<file path="src/rtl/tile_sched_pkg.sv">
// Shared types and constants for the tile tick scheduler: game-state encoding,
// lane LFSR seed/taps and datapath widths.
package tile_sched_pkg;

    localparam int PERIOD_W = 8;
    localparam int SCORE_W  = 16;

    typedef enum logic [1:0] {
        ST_IDLE   = 2'd0,
        ST_RUN    = 2'd1,
        ST_PAUSED = 2'd2,
        ST_OVER   = 2'd3
    } state_e;

    localparam logic [7:0] LFSR_SEED = 8'hA5;
    // x^8+x^6+x^5+x^4+1, Fibonacci form: feedback is XOR of bits 7,5,4,3
    localparam logic [7:0] LFSR_TAPS = 8'b1011_1000;

    function automatic logic [7:0] lfsr_next(input logic [7:0] s);
        return {s[6:0], ^(s & LFSR_TAPS)};
    endfunction

endpackage

</file>
<file path="src/rtl/tile_tick_scheduler_if.sv">
// Control/status bundle between the input logic (master) and the tick scheduler (slave).
// Inputs are level/pulse signals; all scheduler outputs are registered.
interface tile_tick_scheduler_if;
    import tile_sched_pkg::*;

    logic                start;
    logic                pause_btn;
    logic                miss;
    logic                scroll_tick;
    logic                row_spawn;
    logic [1:0]          spawn_lane;
    logic [1:0]          state;
    logic [PERIOD_W-1:0] period;
    logic [SCORE_W-1:0]  rows_spawned;

    modport master (
        output start, pause_btn, miss,
        input  scroll_tick, row_spawn, spawn_lane, state, period, rows_spawned
    );

    modport slave (
        input  start, pause_btn, miss,
        output scroll_tick, row_spawn, spawn_lane, state, period, rows_spawned
    );

endinterface

</file>
<file path="src/rtl/tile_tick_scheduler_mod_divider.sv">
// Modulo-period counter: last_hit is the same-cycle wrap strobe, tick follows it one clock later.
// No backpressure; cnt_en freezes the count, cnt_clr restarts it from zero.
module mod_divider #(
    parameter int W = 8
) (
    input  logic         clk,
    input  logic         reset,
    input  logic         cnt_en,
    input  logic         cnt_clr,
    input  logic [W-1:0] period,
    output logic         last_hit,
    output logic         tick
);

    localparam logic [W-1:0] ONE = W'(1);

    logic [W-1:0] cnt_q, cnt_d;
    logic         tick_q, tick_d;

    always_comb begin
        // >= keeps the counter bounded even if the period ever shrinks under it
        last_hit = cnt_en && !cnt_clr && (cnt_q >= (period - ONE));
        cnt_d    = cnt_q;
        if (cnt_clr) begin
            cnt_d = '0;
        end else if (last_hit) begin
            cnt_d = '0;
        end else if (cnt_en) begin
            cnt_d = cnt_q + ONE;
        end
        tick_d = last_hit;
    end

    always_ff @(posedge clk or posedge reset) begin
        if (reset) begin
            cnt_q  <= '0;
            tick_q <= 1'b0;
        end else begin
            cnt_q  <= cnt_d;
            tick_q <= tick_d;
        end
    end

    assign tick = tick_q;

endmodule

</file>
<file path="src/rtl/tile_tick_scheduler.sv">
// Game-tempo controller: state FSM, tick divider, row spawn with LFSR lane, speed ramp.
// One-clock registered outputs; no backpressure, miss/pause/start act the cycle they are sampled.
module tile_tick_scheduler
    import tile_sched_pkg::*;
#(
    parameter int PERIOD_INIT   = 200,
    parameter int PERIOD_MIN    = 40,
    parameter int PERIOD_STEP   = 8,
    parameter int TICKS_PER_ROW = 16,
    parameter int RAMP_ROWS     = 10
) (
    input  logic                   clk,
    input  logic                   reset,
    tile_tick_scheduler_if.slave   bus
);

    localparam logic [PERIOD_W-1:0] P_INIT   = PERIOD_W'(PERIOD_INIT);
    localparam logic [PERIOD_W-1:0] P_MIN    = PERIOD_W'(PERIOD_MIN);
    localparam logic [PERIOD_W:0]   P_STEP   = (PERIOD_W + 1)'(PERIOD_STEP);
    localparam logic [7:0]          ROW_LAST = 8'(TICKS_PER_ROW - 1);
    localparam logic [7:0]          RAMP_LAST = 8'(RAMP_ROWS - 1);
    localparam logic [SCORE_W-1:0]  SCORE_ONE = SCORE_W'(1);

    state_e              state_q, state_d;
    logic                pause_q, pause_d;
    logic [PERIOD_W-1:0] period_q, period_d;
    logic [7:0]          row_q, row_d;
    logic [7:0]          ramp_q, ramp_d;
    logic [7:0]          lfsr_q, lfsr_d;
    logic [SCORE_W-1:0]  rows_q, rows_d;
    logic                spawn_q, spawn_d;
    logic [1:0]          lane_q, lane_d;

    logic                pause_rise;
    logic                new_game;
    logic                run_go;
    logic                div_last;
    logic                div_tick;
    logic                spawn;
    logic [PERIOD_W:0]   period_diff;
    logic [PERIOD_W-1:0] period_ramp;

    mod_divider #(.W(PERIOD_W)) u_div (
        .clk      (clk),
        .reset    (reset),
        .cnt_en   (run_go),
        .cnt_clr  (new_game),
        .period   (period_q),
        .last_hit (div_last),
        .tick     (div_tick)
    );

    always_comb begin
        pause_rise = bus.pause_btn & ~pause_q;
        new_game   = bus.start && (state_q == ST_IDLE || state_q == ST_OVER);
        // miss and a pause edge both pre-empt the divider in the cycle they arrive
        run_go     = (state_q == ST_RUN) && !bus.miss && !pause_rise;
        spawn      = div_last && (row_q == ROW_LAST);

        period_diff = {1'b0, period_q} - P_STEP;
        period_ramp = (period_diff[PERIOD_W] || (period_diff[PERIOD_W-1:0] < P_MIN))
                      ? P_MIN : period_diff[PERIOD_W-1:0];

        state_d  = state_q;
        pause_d  = bus.pause_btn;
        period_d = period_q;
        row_d    = row_q;
        ramp_d   = ramp_q;
        lfsr_d   = lfsr_q;
        rows_d   = rows_q;
        spawn_d  = spawn;
        lane_d   = lane_q;

        case (state_q)
            ST_IDLE, ST_OVER: if (bus.start) state_d = ST_RUN;
            ST_RUN: begin
                if (bus.miss)       state_d = ST_OVER;
                else if (pause_rise) state_d = ST_PAUSED;
            end
            ST_PAUSED: begin
                if (bus.miss)       state_d = ST_OVER;
                else if (pause_rise) state_d = ST_RUN;
            end
            default: state_d = ST_IDLE;
        endcase

        if (new_game) begin
            period_d = P_INIT;
            row_d    = '0;
            ramp_d   = '0;
            rows_d   = '0;
            lfsr_d   = LFSR_SEED;
        end

        if (div_last) begin
            row_d = spawn ? 8'd0 : row_q + 8'd1;
        end

        if (spawn) begin
            lane_d = lfsr_q[1:0];
            lfsr_d = lfsr_next(lfsr_q);
            rows_d = (rows_q == '1) ? rows_q : rows_q + SCORE_ONE;
            if (ramp_q == RAMP_LAST) begin
                ramp_d   = '0;
                period_d = period_ramp;
            end else begin
                ramp_d = ramp_q + 8'd1;
            end
        end
    end

    always_ff @(posedge clk or posedge reset) begin
        if (reset) begin
            state_q  <= ST_IDLE;
            pause_q  <= 1'b0;
            period_q <= P_INIT;
            row_q    <= '0;
            ramp_q   <= '0;
            lfsr_q   <= LFSR_SEED;
            rows_q   <= '0;
            spawn_q  <= 1'b0;
            lane_q   <= '0;
        end else begin
            state_q  <= state_d;
            pause_q  <= pause_d;
            period_q <= period_d;
            row_q    <= row_d;
            ramp_q   <= ramp_d;
            lfsr_q   <= lfsr_d;
            rows_q   <= rows_d;
            spawn_q  <= spawn_d;
            lane_q   <= lane_d;
        end
    end

    assign bus.scroll_tick  = div_tick;
    assign bus.row_spawn    = spawn_q;
    assign bus.spawn_lane   = lane_q;
    assign bus.state        = state_q;
    assign bus.period       = period_q;
    assign bus.rows_spawned = rows_q;

endmodule

</file>
<file path="src/flat_wrapper.sv">
// flat-port wrapper written by rule: the top's interface ports become plain ports
module tile_tick_scheduler_flat import tile_sched_pkg::*;
#(
    parameter int PERIOD_INIT   = 200,
    parameter int PERIOD_MIN    = 40,
    parameter int PERIOD_STEP   = 8,
    parameter int TICKS_PER_ROW = 16,
    parameter int RAMP_ROWS     = 10
)
  (clk, reset, bus_start, bus_pause_btn, bus_miss, bus_scroll_tick, bus_row_spawn, bus_spawn_lane, bus_state, bus_period, bus_rows_spawned);
  tile_tick_scheduler_if bus_i ();
  input  logic clk;
  input  logic reset;
  input wire logic [$bits(bus_i.start)-1:0] bus_start;
  input wire logic [$bits(bus_i.pause_btn)-1:0] bus_pause_btn;
  input wire logic [$bits(bus_i.miss)-1:0] bus_miss;
  output wire logic [$bits(bus_i.scroll_tick)-1:0] bus_scroll_tick;
  output wire logic [$bits(bus_i.row_spawn)-1:0] bus_row_spawn;
  output wire logic [$bits(bus_i.spawn_lane)-1:0] bus_spawn_lane;
  output wire logic [$bits(bus_i.state)-1:0] bus_state;
  output wire logic [$bits(bus_i.period)-1:0] bus_period;
  output wire logic [$bits(bus_i.rows_spawned)-1:0] bus_rows_spawned;
  assign bus_i.start = bus_start;
  assign bus_i.pause_btn = bus_pause_btn;
  assign bus_i.miss = bus_miss;
  assign bus_scroll_tick = bus_i.scroll_tick;
  assign bus_row_spawn = bus_i.row_spawn;
  assign bus_spawn_lane = bus_i.spawn_lane;
  assign bus_state = bus_i.state;
  assign bus_period = bus_i.period;
  assign bus_rows_spawned = bus_i.rows_spawned;
  tile_tick_scheduler #(.PERIOD_INIT(PERIOD_INIT), .PERIOD_MIN(PERIOD_MIN), .PERIOD_STEP(PERIOD_STEP), .TICKS_PER_ROW(TICKS_PER_ROW), .RAMP_ROWS(RAMP_ROWS)) u_core (.clk(clk), .reset(reset), .bus(bus_i));
endmodule
</file>
<file path="config.mk">
export PLATFORM = sky130hd
export DESIGN_NAME = tile_tick_scheduler_flat
export DESIGN_NICKNAME = d
export VERILOG_FILES = /design/src/rtl/tile_sched_pkg.sv /design/src/rtl/tile_tick_scheduler_if.sv /design/src/rtl/tile_tick_scheduler_mod_divider.sv /design/src/rtl/tile_tick_scheduler.sv /design/src/flat_wrapper.sv
export SDC_FILE = /design/constraint.sdc
export NUM_CORES = 1
export LEC_CHECK = 0
export CAP_MARGIN = 25
export CORE_MARGIN = 10
export CORE_UTILIZATION = 38
export DETAILED_ROUTE_END_ITERATION = 10
export PLACE_DENSITY = 0.66
export SETUP_SLACK_MARGIN = 0.5
export SLEW_MARGIN = 20
export SYNTH_ARGS = -nofsm -noshare
export SYNTH_HDL_FRONTEND = slang
export SYNTH_SLANG_ARGS = --single-unit
</file>
<file path="constraint.sdc">
create_clock -name clk -period 4 [get_ports clk]
set_input_delay 0.8 -clock clk [delete_from_list [all_inputs] [get_ports clk]]
set_output_delay 0.8 -clock clk [all_outputs]
set_load 0.02 [all_outputs]
</file>
Word-level counts from Yosys, hierarchy flattened
Cells that the tools add are included.

Register bits: 63. Logic and storage cells: 73. Bits of input ports: 5. Output and inout bits: 30.

Multiplexer cells: 23. Add/sub/neg operators: 6. Reductions and logical operators: 19. Bitwise gates (word level): 2. Equality and inequality tests: 10. $lt $le $gt $ge: 2.

Operator list (number): 2-to-1 mux 8 bit (14); 2-to-1 mux 16 bit (3); adder 8 x 1 -> 8 bit, second input constant (3); adder 16 x 1 -> 16 bit, second input constant (1); equality test 16 bit, second input constant (1); equality test 8 x 4 -> 1 bit, second input constant (2); 2-to-1 mux 2 bit (5); subtractor 8 x 4 -> 9 bit, second input constant (1); >= comparator 8 bit (1); less-than comparator 8 x 6 -> 1 bit, second input constant (1); parity 8 bit (1); subtractor 8 x 1 -> 8 bit, second input constant (1); logical AND 1 bit (6); != test 3 x 2 -> 1 bit, second input constant (2); case mux 2 bit (3 select lines) (1); equality test 2 bit, second input constant (2); != test 2 bit, second input constant (2); nonzero test 2 bit (2); logical NOT 1 bit (3); AND reduction 3 bit (1); nonzero test 3 bit (1); equality test 2 x 1 -> 1 bit, second input constant (1); logical NOT 2 bit (1); logical OR 1 bit (2); 4 further kinds (4).

Logic depth before layout (Yosys ltp)
Gate-level depths: netlist (run 1).

Depth after elaboration: 9. Gate-level depth with buffers: 16. Depth with buffers taken out: 12.

By module
From an unflattened synthesis (run 1), not the netlist that was laid out.

Cells, all modules: 389. Area total of the unflattened synthesis: 3589.7 µm².

Modules (own cells, without submodules): tile_tick_scheduler (cells each 306, seq. area each 1360.1 µm², times used 1, area an instance 2832.7 µm²); mod_divider (cells each 83, seq. area each 225.2 µm², times used 1, area an instance 757.0 µm²).

Worst setup path before layout (run 1)
Ideal clock, no wire load.

Path type: reg-to-reg. Start: register u_core.period_q[3] (netlist: u_core.bus.period[3]). End: register u_core.period_q[6] (netlist: u_core.bus.period[6]). Path slack: 0.461 ns. Path buffers: 3. Arrival: 3.445 ns. Stages on the path, launching flop included: 16. Data required time: 3.906 ns. Library setup time: 0.094 ns. Path through: dfstp_2 -> clkbuf_1 -> inv_1 -> ha_1 -> nor3b_1 -> nand2_1 -> xor2_1 -> ha_1 -> nand2_1 -> a211o_1 -> o21ba_1 -> buf_6 -> or3_1 -> buf_2 -> or3_4 -> o311ai_2.

Cells in the longest elaborated chain, start to end: 6. Elaborated cells on any way between the ends: 10.

Ends and longest elaborated chain: from (decl) (line tile_tick_scheduler.sv:26) `logic [PERIOD_W-1:0] period_q, period_d;`; from (signal assigned) (line tile_tick_scheduler.sv:126) `period_q <= period_d;`; subtractor 8 x 4 -> 9 bit (line tile_tick_scheduler.sv:60) `period_diff = {1'b0, period_q} - P_STEP;`; less-than comparator 8 x 6 -> 1 bit (line tile_tick_scheduler.sv:61) `period_ramp = (period_diff[PERIOD_W] || (period_diff[PERIOD_W-1:0] < P_MIN))`; logical OR 1 bit (line tile_tick_scheduler.sv:61); 2-to-1 mux 8 bit (line tile_tick_scheduler.sv:62) `? P_MIN : period_diff[PERIOD_W-1:0];`; 2-to-1 mux 8 bit (line tile_tick_scheduler.sv:103) `if (ramp_q == RAMP_LAST) begin`; 2-to-1 mux 8 bit (*) (line tile_tick_scheduler.sv:99) `if (spawn) begin`; via u_core.period_d[6] (line tile_tick_scheduler.sv:26).

Mark *: on every way through the listed nets, which the timed path passes. The rest lies on a longest branch. A chain may end at the register's enable or synchronous reset.

Final worst setup path (run 1)
Start: register u_core.period_q[4] (netlist: u_core.bus.period[4]). End: register u_core.rows_q[5] (netlist: u_core.bus.rows_spawned[5]).

Cells in the longest elaborated chain, start to end: 6. Elaborated cells on any way between the ends: 8.

Ends and longest elaborated chain: subtractor 8 x 1 -> 8 bit (*) (line tile_tick_scheduler_mod_divider.sv:22) `last_hit = cnt_en && !cnt_clr && (cnt_q >= (period - ONE));`; >= comparator 8 bit (*) (line tile_tick_scheduler_mod_divider.sv:22); logical AND 1 bit (*) (line tile_tick_scheduler_mod_divider.sv:22); logical AND 1 bit (*) (line tile_tick_scheduler.sv:58) `spawn = div_last && (row_q == ROW_LAST);`; != test 2 bit (no line) / nonzero test 2 bit (equally long branches); AND reduction 2 bit (no line); to (signal assigned) (line tile_tick_scheduler.sv:130) `rows_q <= rows_d;`; to (decl) (line tile_tick_scheduler.sv:30) `logic [SCORE_W-1:0] rows_q, rows_d;`.

Every way passes the cells marked *; elsewhere a longest branch is shown, timed or not.

==> metrics.txt, run 1 <==
# TYPE chip_impl_metric gauge
chip_impl_metric{name="met2_wirelength",unit="um"} 3980
chip_impl_metric{name="critical_path_arrival",unit="ps"} 3550
chip_impl_metric{name="worst_ir_drop_vdd",unit="mV"} 0.342
chip_impl_metric{name="synth_async_sr_flop_share",unit=""} 1.00
chip_impl_metric{name="die_area",unit="um^2"} 13700
chip_impl_metric{name="timing.final.crit_share",unit=""} 0.822
chip_impl_metric{name="synth-simple-area-share",unit=""} 0.239
chip_impl_metric{name="cts.path.max_buffers",unit=""} 2
chip_impl_metric{name="met1Wirelength",unit="um"} 4060
chip_impl_metric{name="maxClockFrequency",unit="GHz"} 0.304
chip_impl_metric{name="final-max-slew-violation-count",unit=""} 0
chip_impl_metric{name="post_synth_num_cell_types",unit=""} 55
chip_impl_metric{name="dr.first_iter.drc_count",unit=""} 210
chip_impl_metric{name="vias",unit=""} 3022
chip_impl_metric{name="drtPass1Iterations",unit=""} 4
chip_impl_metric{name="cp_max_fo",unit=""} 9
chip_impl_metric{name="initial_utilization",unit=""} 0.388
chip_impl_metric{name="regToRegSetupSlack",unit="ps"} 710
chip_impl_metric{name="fin_total_pwr",unit="uW"} 1620
chip_impl_metric{name="syn_nets",unit=""} 404
chip_impl_metric{name="netlist_area",unit="um^2"} 3570
chip_impl_metric{name="finalWeightedCongestion",unit=""} 0.836
chip_impl_info{name="synth_top_family_by_area",value="simple AND/OR/NAND/NOR gates"} 1
chip_impl_metric{name="cts.clk_slew.worst_paths",unit="ps"} 80
chip_impl_info{name="worstHoldStart",value="u_core.bus.spawn_lane[1]"} 1
chip_impl_metric{name="fin_setup_tns",unit="ps"} 0
chip_impl_metric{name="syn-mean-instance-area",unit="um^2"} 9.36
chip_impl_info{name="hold_path_endpoint",value="u_core.bus.spawn_lane[1]"} 1
chip_impl_metric{name="nFillCells",unit=""} 890
chip_impl_metric{name="core-area",unit="um^2"} 9200
chip_impl_metric{name="antenna_violating_nets_post_route",unit=""} 0
chip_impl_metric{name="via_count_of_the_first_global_routing_pass",unit=""} 2978
chip_impl_metric{name="die_h",unit="um"} 117
chip_impl_info{name="cts_tree",value="done"} 1
chip_impl_metric{name="reg2reg_depth",unit=""} 12
chip_impl_metric{name="antenna-diode-count",unit=""} 0
chip_impl_metric{name="cts_htree_levels",unit=""} 3
chip_impl_metric{name="route.final.wire_length",unit="um"} 8610
chip_impl_metric{name="design.final.nets",unit=""} 447
chip_impl_metric{name="synth-seq-area-share",unit=""} 0.445
chip_impl_metric{name="rows",unit=""} 35
chip_impl_metric{name="antenna_found_initial",unit=""} 0
chip_impl_info{name="r2r-start",value="u_core.bus.period[4]"} 1
chip_impl_metric{name="grt_first_pass_wirelength",unit="um"} 14500
chip_impl_metric{name="ctsHoldBuffers",unit=""} 0
chip_impl_metric{name="worst-slew-pin-transition",unit="ps"} 656
chip_impl_metric{name="synthXorXnorAreaFrac",unit=""} 0.0589
chip_impl_metric{name="min_delay_path_depth",unit=""} 2
chip_impl_metric{name="buffer_ports.inserted",unit=""} 34
chip_impl_metric{name="clock_latency_on_the_worst_skew_pair",unit="ps"} 340
chip_impl_metric{name="die_w",unit="um"} 117
chip_impl_metric{name="worst-endpoint-required",unit="ps"} 4270
chip_impl_info{name="worstSetupStartpointType",value="register"} 1
chip_impl_metric{name="power.leakage",unit="uW"} 0.00183
chip_impl_metric{name="synth_seq_cells",unit=""} 63
chip_impl_metric{name="yosys.area_share.adder",unit=""} 0.0632
chip_impl_metric{name="warning_count_from_the_yosys_run",unit=""} 0
chip_impl_info{name="grt_setup_unrepaired",value="false"} 1
chip_impl_info{name="worst_setup_path_class",value="register to register"} 1
chip_impl_info{name="hold_path.class",value="register to register"} 1
chip_impl_metric{name="avgRoutedWirePerCell",unit="um"} 15.9
chip_impl_info{name="status",value="finished clean"} 1
chip_impl_metric{name="muxShareOfSynthArea",unit=""} 0.00561
chip_impl_metric{name="fraction_of_the_mapped_netlist_area_in_compound_gates",unit=""} 0.154
chip_impl_metric{name="max_cap_viols",unit=""} 0
chip_impl_metric{name="finClkSkew",unit="ps"} 10.6
chip_impl_metric{name="grt_overflow_total",unit=""} 0
chip_impl_metric{name="dr_wl_met3",unit="um"} 512
chip_impl_metric{name="cts_bufs_inserted",unit=""} 9
chip_impl_metric{name="grt_start_max_net_pins",unit=""} 40
chip_impl_metric{name="io-pin-count",unit=""} 35
chip_impl_info{name="cts.root.buffer_cell",value="sky130_fd_sc_hd__clkbuf_8"} 1
chip_impl_metric{name="clock-sinks",unit=""} 63
chip_impl_metric{name="shortest_clock_period_the_worst_path_allows_after_layout",unit="ps"} 3290
chip_impl_metric{name="area.growth.synth_to_final",unit="%"} 20.8
chip_impl_metric{name="synth_cells",unit=""} 381
chip_impl_info{name="r2r_end",value="u_core.bus.rows_spawned[5]"} 1
chip_impl_metric{name="final_layout_size_suffix_gt1_frac",unit=""} 0.114
chip_impl_info{name="uppermost_signal_routing_layer_after_detailed_routing",value="met4"} 1
chip_impl_info{name="setup.worst_path.end_class",value="register"} 1
chip_impl_metric{name="final-setup-viol-count",unit=""} 0
chip_impl_metric{name="synth_enable_flop_cells",unit=""} 0
chip_impl_metric{name="final_hpwl_from_detailed_placement",unit="um"} 5980
chip_impl_metric{name="timing_hold_violations_final",unit=""} 0
chip_impl_metric{name="drc",unit=""} 0
chip_impl_metric{name="timing.max_slew.rel_slack",unit=""} 0.559
chip_impl_metric{name="groute.usage.overall",unit=""} 0.131
chip_impl_metric{name="power.density_cell_area",unit="nW/um^2"} 376
chip_impl_metric{name="viasPerCell",unit=""} 5.60
chip_impl_info{name="synthFlopType",value="sky130_fd_sc_hd__dfrtp_1"} 1
[synthesized netlist by cell type, types with 7 or more instances]
| cell type | count | area [um^2] |
|---|---|---|
| sky130_fd_sc_hd__a21oi_1 | 20 | 100 |
| sky130_fd_sc_hd__and3_1 | 8 | 50.1 |
| sky130_fd_sc_hd__clkbuf_1 | 9 | 33.8 |
| sky130_fd_sc_hd__dfrtp_1 | 56 | 1400 |
| sky130_fd_sc_hd__dfstp_2 | 7 | 184 |
| sky130_fd_sc_hd__ha_1 | 18 | 225 |
| sky130_fd_sc_hd__inv_1 | 16 | 60.1 |
| sky130_fd_sc_hd__nand2_1 | 43 | 161 |
| sky130_fd_sc_hd__nand3_1 | 25 | 125 |
| sky130_fd_sc_hd__nand4_1 | 12 | 75.1 |
| sky130_fd_sc_hd__nor2_1 | 26 | 97.6 |
| sky130_fd_sc_hd__o21ai_0 | 17 | 85.1 |
| sky130_fd_sc_hd__o31ai_1 | 8 | 60.1 |
| sky130_fd_sc_hd__or3_1 | 11 | 68.8 |
| sky130_fd_sc_hd__or4_1 | 7 | 52.6 |
| sky130_fd_sc_hd__xnor2_1 | 11 | 96.3 |
| sky130_fd_sc_hd__xor2_1 | 13 | 114 |
[sequential cells by signal, indices dropped and copies added (netlist names)]
name,cells
u_core.u_div.tick,1
u_core.bus.rows_spawned,16
u_core.bus.period,8
u_core.bus.state,2
u_core.bus.row_spawn,1
u_core.pause_q,1
u_core.u_div.cnt_q,8
u_core.row_q,8
u_core.lfsr_q,8
u_core.bus.spawn_lane,2
u_core.ramp_q,8
[report_power, final]
part,internal [uW],switching [uW],total (uW),leakage [uW]
logic,113,251,364,0.000883
registers,658,22.5,681,0.000848
clock network,306,270,576,0.0000947
[routing by layer]
| metal | up-vias | track usage |
|---|---|---|
| met5 | - | 0 |
| li1 | 1468 | - |
| met1 | 1484 | 0.166 |
| met2 | 64 | 0.205 |
| met4 | 0 | 0.0362 |
| met3 | 6 | 0.0494 |
[layout make-up]
type	instances	area (um^2)	area share
inverter	16	60.1	0.0139
timing repair buffer	45	423	0.0982
clock inverter	6	70.1	0.0163
tap	111	139	0.0322
clock buffer	10	138	0.0319
sequential	63	1590	0.368
multi-input combinational	289	1890	0.439
[stage by stage]
stage	utilization	setup slack, ps	instance area, um^2	hold slack [ps]	instances
CTS	0.463	518	4250	484	535
global route	0.468	524	4310	517	540
global placement	0.439	416	4040	458	519
finish	0.468	711	4310	477	540
detailed placement	0.439	279	4040	468	519
floorplan	-	552	3570	467	381
[cells by family (layout without fill, tap and decap cells)]
| family | count (synthesis) | count (layout) |
|---|---|---|
| AO/OA/AOI/OAI | 80 | 80 |
| XOR/XNOR | 24 | 24 |
| adder cells (fa/ha/maj) | 18 | 18 |
| buffers and inverters | 30 | 77 |
| flip-flops | 63 | 63 |
| multiplexers | 2 | 2 |
| AND/OR/NAND/NOR | 164 | 165 |
[layout by cell type, fill, tap and decap left out, types with 3 or more instances in the layout]
master / synthesis / layout
sky130_fd_sc_hd__a2111oi_0: 4 / 4
sky130_fd_sc_hd__a21oi_1: 20 / 20
sky130_fd_sc_hd__a22o_1: 4 / 4
sky130_fd_sc_hd__and2_1: 5 / 5
sky130_fd_sc_hd__and3_1: 8 / 8
sky130_fd_sc_hd__buf_4: 0 / 11
sky130_fd_sc_hd__clkbuf_8: 0 / 10
sky130_fd_sc_hd__clkdlybuf4s50_1: 0 / 34
sky130_fd_sc_hd__clkinvlp_4: 0 / 3
sky130_fd_sc_hd__dfrtp_1: 56 / 56
sky130_fd_sc_hd__dfstp_2: 7 / 7
sky130_fd_sc_hd__ha_1: 18 / 17
sky130_fd_sc_hd__inv_1: 16 / 15
sky130_fd_sc_hd__nand2_1: 43 / 43
sky130_fd_sc_hd__nand2b_1: 5 / 5
sky130_fd_sc_hd__nand3_1: 25 / 25
sky130_fd_sc_hd__nand4_1: 12 / 12
sky130_fd_sc_hd__nor2_1: 26 / 26
sky130_fd_sc_hd__nor3_1: 6 / 6
sky130_fd_sc_hd__o21ai_0: 17 / 16
sky130_fd_sc_hd__o22a_1: 4 / 4
sky130_fd_sc_hd__o31ai_1: 8 / 8
sky130_fd_sc_hd__or3_1: 11 / 10
sky130_fd_sc_hd__or3_4: 2 / 4
sky130_fd_sc_hd__or4_1: 7 / 7
sky130_fd_sc_hd__xnor2_1: 11 / 11
sky130_fd_sc_hd__xor2_1: 13 / 13
[worst max path at each step]
stage | endpoint | slack (ps) | cells after the start | startpoint
2_1_floorplan | u_core.bus.period[6] | 550 | 15 | u_core.bus.period[3]
3_3_place_gp | u_core.bus.period[7] | 420 | 12 | u_core.bus.period[3]
3_5_place_dp | u_core.bus.rows_spawned[5] | 280 | 12 | u_core.bus.period[4]
4_1_cts | u_core.bus.rows_spawned[5] | 520 | 12 | u_core.bus.period[3]
5_1_grt | u_core.bus.period[7] | 520 | 12 | u_core.bus.period[4]
6_report | u_core.bus.rows_spawned[5] | 710 | 12 | u_core.bus.period[4]
[critical path, stage by stage, from the launching register on]
cell and delay (ps):
sky130_fd_sc_hd__dfrtp_1 430, sky130_fd_sc_hd__inv_1 150, sky130_fd_sc_hd__ha_4 190, sky130_fd_sc_hd__nor3b_2 200
sky130_fd_sc_hd__nand2_1 100, sky130_fd_sc_hd__xor2_1 160, sky130_fd_sc_hd__ha_1 300, sky130_fd_sc_hd__nand2_1 70
sky130_fd_sc_hd__a211o_1 240, sky130_fd_sc_hd__o21ba_2 270, sky130_fd_sc_hd__or3_4 440, sky130_fd_sc_hd__or4_1 480
sky130_fd_sc_hd__a21oi_1 160
[what timing repair did]
action / CTS / global route
pin swaps: 0 / 1
endpoints found under the hold margin: 0 / 0
endpoints found under the setup margin: 10 / 13
resized for setup: 2 / 5
buffers inserted: 0 / 4
gates cloned: 0 / 1
Power figures use the tool's default switching activity.
==> inputs of run 2 (changes only) <==
==> constraint.sdc (replaced) <==
create_clock -name clk -period 3.3 [get_ports clk]
set_input_delay 0.66 -clock clk [delete_from_list [all_inputs] [get_ports clk]]
set_output_delay 0.66 -clock clk [all_outputs]
set_load 0.02 [all_outputs]
==> metrics.txt, run 2 (same netlist as run 1, synthesis figures left out) <==
# TYPE chip_impl_metric gauge
chip_impl_metric{name="avgRoutedWirePerCell",unit="um"} 16.6
chip_impl_info{name="status",value="finished clean"} 1
chip_impl_info{name="path_delay_family",value="simple AND/OR/NAND/NOR gates"} 1
chip_impl_metric{name="final-setup-viol-count",unit=""} 0
chip_impl_metric{name="antenna_violating_nets_post_route",unit=""} 0
chip_impl_metric{name="design.final.nets",unit=""} 472
chip_impl_metric{name="timing.max_slew.rel_slack",unit=""} 0.556
chip_impl_info{name="critPathSlowestCell",value="sky130_fd_sc_hd__dfstp_2"} 1
chip_impl_metric{name="max_cap_viols",unit=""} 0
chip_impl_metric{name="route.final.wire_length",unit="um"} 9390
chip_impl_metric{name="antenna_found_initial",unit=""} 0
chip_impl_metric{name="die_area",unit="um^2"} 13700
chip_impl_metric{name="cp_peak_stage_delay",unit="ps"} 570
chip_impl_metric{name="drc",unit=""} 0
chip_impl_metric{name="die_w",unit="um"} 117
chip_impl_metric{name="cts_bufs_inserted",unit=""} 9
chip_impl_metric{name="cp_max_fo",unit=""} 4
chip_impl_metric{name="viasPerCell",unit=""} 5.56
chip_impl_metric{name="worst-endpoint-required",unit="ps"} 3580
chip_impl_metric{name="power.leakage",unit="uW"} 0.00206
chip_impl_metric{name="timing.final.crit_share",unit=""} 0.932
chip_impl_metric{name="multi_input_area",unit="um^2"} 2140
chip_impl_metric{name="clock_latency_on_the_worst_skew_pair",unit="ps"} 350
chip_impl_info{name="final_cell_mix",value="sky130_fd_sc_hd__dfrtp_1, sky130_fd_sc_hd__nand2_1, sky130_fd_sc_hd__clkdlybuf4s50_1"} 1
chip_impl_info{name="r2r_end",value="u_core.bus.rows_spawned[15]"} 1
chip_impl_metric{name="finalWeightedCongestion",unit=""} 0.851
chip_impl_metric{name="area_of_all_sequential_standard_cells",unit="um^2"} 1590
chip_impl_metric{name="grt_start_max_net_pins",unit=""} 32
chip_impl_info{name="worstHoldStart",value="u_core.bus.spawn_lane[0]"} 1
chip_impl_metric{name="vias",unit=""} 3139
chip_impl_metric{name="min_delay_path_depth",unit=""} 2
chip_impl_metric{name="io-pin-count",unit=""} 35
chip_impl_metric{name="cts.clk_slew.worst_paths",unit="ps"} 70
chip_impl_metric{name="maxClockFrequency",unit="GHz"} 0.325
chip_impl_info{name="cts_tree",value="done"} 1
chip_impl_metric{name="final-max-slew-violation-count",unit=""} 0
chip_impl_metric{name="final_hpwl_from_detailed_placement",unit="um"} 6130
chip_impl_metric{name="final-instance-count-excl-fill",unit=""} 565
chip_impl_metric{name="post-place-cells",unit=""} 525
chip_impl_metric{name="worst_ir_drop_vdd",unit="mV"} 0.244
chip_impl_metric{name="cts.path.max_buffers",unit=""} 2
chip_impl_info{name="cell_repeated_most_along_the_worst_path",value="sky130_fd_sc_hd__nand2_1"} 1
chip_impl_metric{name="die_h",unit="um"} 117
chip_impl_info{name="mostFrequentLayoutCell",value="sky130_fd_sc_hd__dfrtp_1"} 1
chip_impl_metric{name="buffer_ports.inserted",unit=""} 34
chip_impl_metric{name="via_count_of_the_first_global_routing_pass",unit=""} 3135
chip_impl_metric{name="drtPass1Iterations",unit=""} 4
chip_impl_metric{name="path_buf_inv",unit=""} 2
chip_impl_metric{name="worst-slew-pin-transition",unit="ps"} 665
chip_impl_metric{name="nFillCells",unit=""} 828
chip_impl_info{name="setup.worst_path.end_class",value="register"} 1
chip_impl_metric{name="fin_setup_tns",unit="ps"} 0
chip_impl_info{name="r2r-start",value="u_core.bus.period[3]"} 1
chip_impl_info{name="hold_path.class",value="register to register"} 1
chip_impl_info{name="cell_chain_of_the_critical_path",value="inv_6 > ha_4 > nor3b_4 > nand2_1 > xor2_1 > ha_1 > nand2_1 > a211o_1 > o21ba_4 > buf_4 > or3_4 > or4_1 > a21oi_2"} 1
chip_impl_metric{name="core-area",unit="um^2"} 9200
chip_impl_metric{name="clock-sinks",unit=""} 63
chip_impl_info{name="cts.root.buffer_cell",value="sky130_fd_sc_hd__clkbuf_8"} 1
chip_impl_metric{name="largest_register_ffs",unit=""} 16
chip_impl_metric{name="reg2reg_depth",unit=""} 13
chip_impl_metric{name="grt_overflow_total",unit=""} 0
chip_impl_metric{name="layout.cell_area.non_filler",unit="um^2"} 4790
chip_impl_metric{name="cts_htree_levels",unit=""} 3
chip_impl_info{name="grt_setup_unrepaired",value="true"} 1
chip_impl_metric{name="dr.first_iter.drc_count",unit=""} 211
chip_impl_metric{name="post_place_cell_area",unit="um^2"} 4110
chip_impl_info{name="worstSetupStartpointType",value="register"} 1
chip_impl_metric{name="grt_first_pass_wirelength",unit="um"} 15100
chip_impl_metric{name="antenna-diode-count",unit=""} 0
chip_impl_metric{name="power.density_cell_area",unit="nW/um^2"} 435
chip_impl_metric{name="regToRegSetupSlack",unit="ps"} 220
chip_impl_metric{name="shortest_clock_period_the_worst_path_allows_after_layout",unit="ps"} 3080
chip_impl_info{name="worst_setup_path_class",value="register to register"} 1
chip_impl_metric{name="finClkSkew",unit="ps"} 5.78
chip_impl_info{name="hold_path_endpoint",value="u_core.bus.spawn_lane[0]"} 1
chip_impl_metric{name="ctsHoldBuffers",unit=""} 0
chip_impl_metric{name="critical_path_arrival",unit="ps"} 3360
chip_impl_metric{name="groute.usage.overall",unit=""} 0.137
chip_impl_metric{name="area.growth.synth_to_final",unit="%"} 34.3
chip_impl_metric{name="initial_utilization",unit=""} 0.388
chip_impl_metric{name="final_layout_size_suffix_gt1_frac",unit=""} 0.231
chip_impl_metric{name="rows",unit=""} 35
chip_impl_metric{name="timing_hold_violations_final",unit=""} 0
## run 2: repair_timing
item / in CTS / in global routing
gates resized for setup: 18 / 41
gates cloned: 2 / 0
endpoints found under the hold margin: 0 / 0
buffers inserted: 16 / 6
endpoints found under the setup margin: 36 / 57
pin swaps: 3 / 22
## run 2: through the flow
| stage | total power [uW] | util | setup WS (ps) | hold slack, ps |
|---|---|---|---|---|
| finish | 2080 | 0.521 | 224 | 471 |
| floorplan | 1130 | - | 67.6 | 467 |
| global route | 2190 | 0.521 | 118 | 509 |
| detailed placement | 1270 | 0.447 | 130 | 465 |
| CTS | 2050 | 0.494 | 308 | 482 |
| global placement | 1260 | 0.447 | 206 | 457 |
## run 2: cell type report
class                           count  share of cell area
Multi-Input combinational cell    289               0.447
Sequential cell                    63               0.331
Timing Repair Buffer               70               0.133
Tap cell                          111              0.0290
Clock buffer                        9              0.0259
Clock inverter                      7              0.0204
Inverter                           16              0.0136
## run 2: worst min-delay path, stage by stage (launching register included)
cell	delay [ps]
sky130_fd_sc_hd__dfrtp_1	340
sky130_fd_sc_hd__nand2_1	50
sky130_fd_sc_hd__nand2_1	50
## run 2: power by group
part | leakage, uW | switching (uW) | total (uW) | internal, uW
registers | 0.000848 | 27.6 | 826 | 798
clock network | 0.000105 | 324 | 749 | 426
logic | 0.00111 | 333 | 507 | 174
total | 0.00206 | 685 | 2080 | 1400
## run 2: worst max path at each step
stage                                    start                          end  slack [ps]  cells after the start
after floorplan           u_core.bus.period[3]         u_core.bus.period[6]          70                     15
after global placement    u_core.bus.period[4]         u_core.bus.period[6]         210                     12
after detailed placement  u_core.bus.period[4]   u_core.bus.rows_spawned[5]         130                     12
after CTS                 u_core.bus.period[3]         u_core.bus.period[6]         310                     12
after global routing      u_core.bus.period[3]  u_core.bus.rows_spawned[15]         120                     14
final                     u_core.bus.period[3]  u_core.bus.rows_spawned[15]         220                     13
## run 2: per-layer routing
metal | vias up | share of wire | global-route usage
met3 | 11 | 0.045 | 0.0398
met2 | 51 | 0.50 | 0.222
met4 | 0 | 0.0081 | 0.0404
li1 | 1529 | - | -
met1 | 1548 | 0.44 | 0.173
met5 | - | 0 | 0
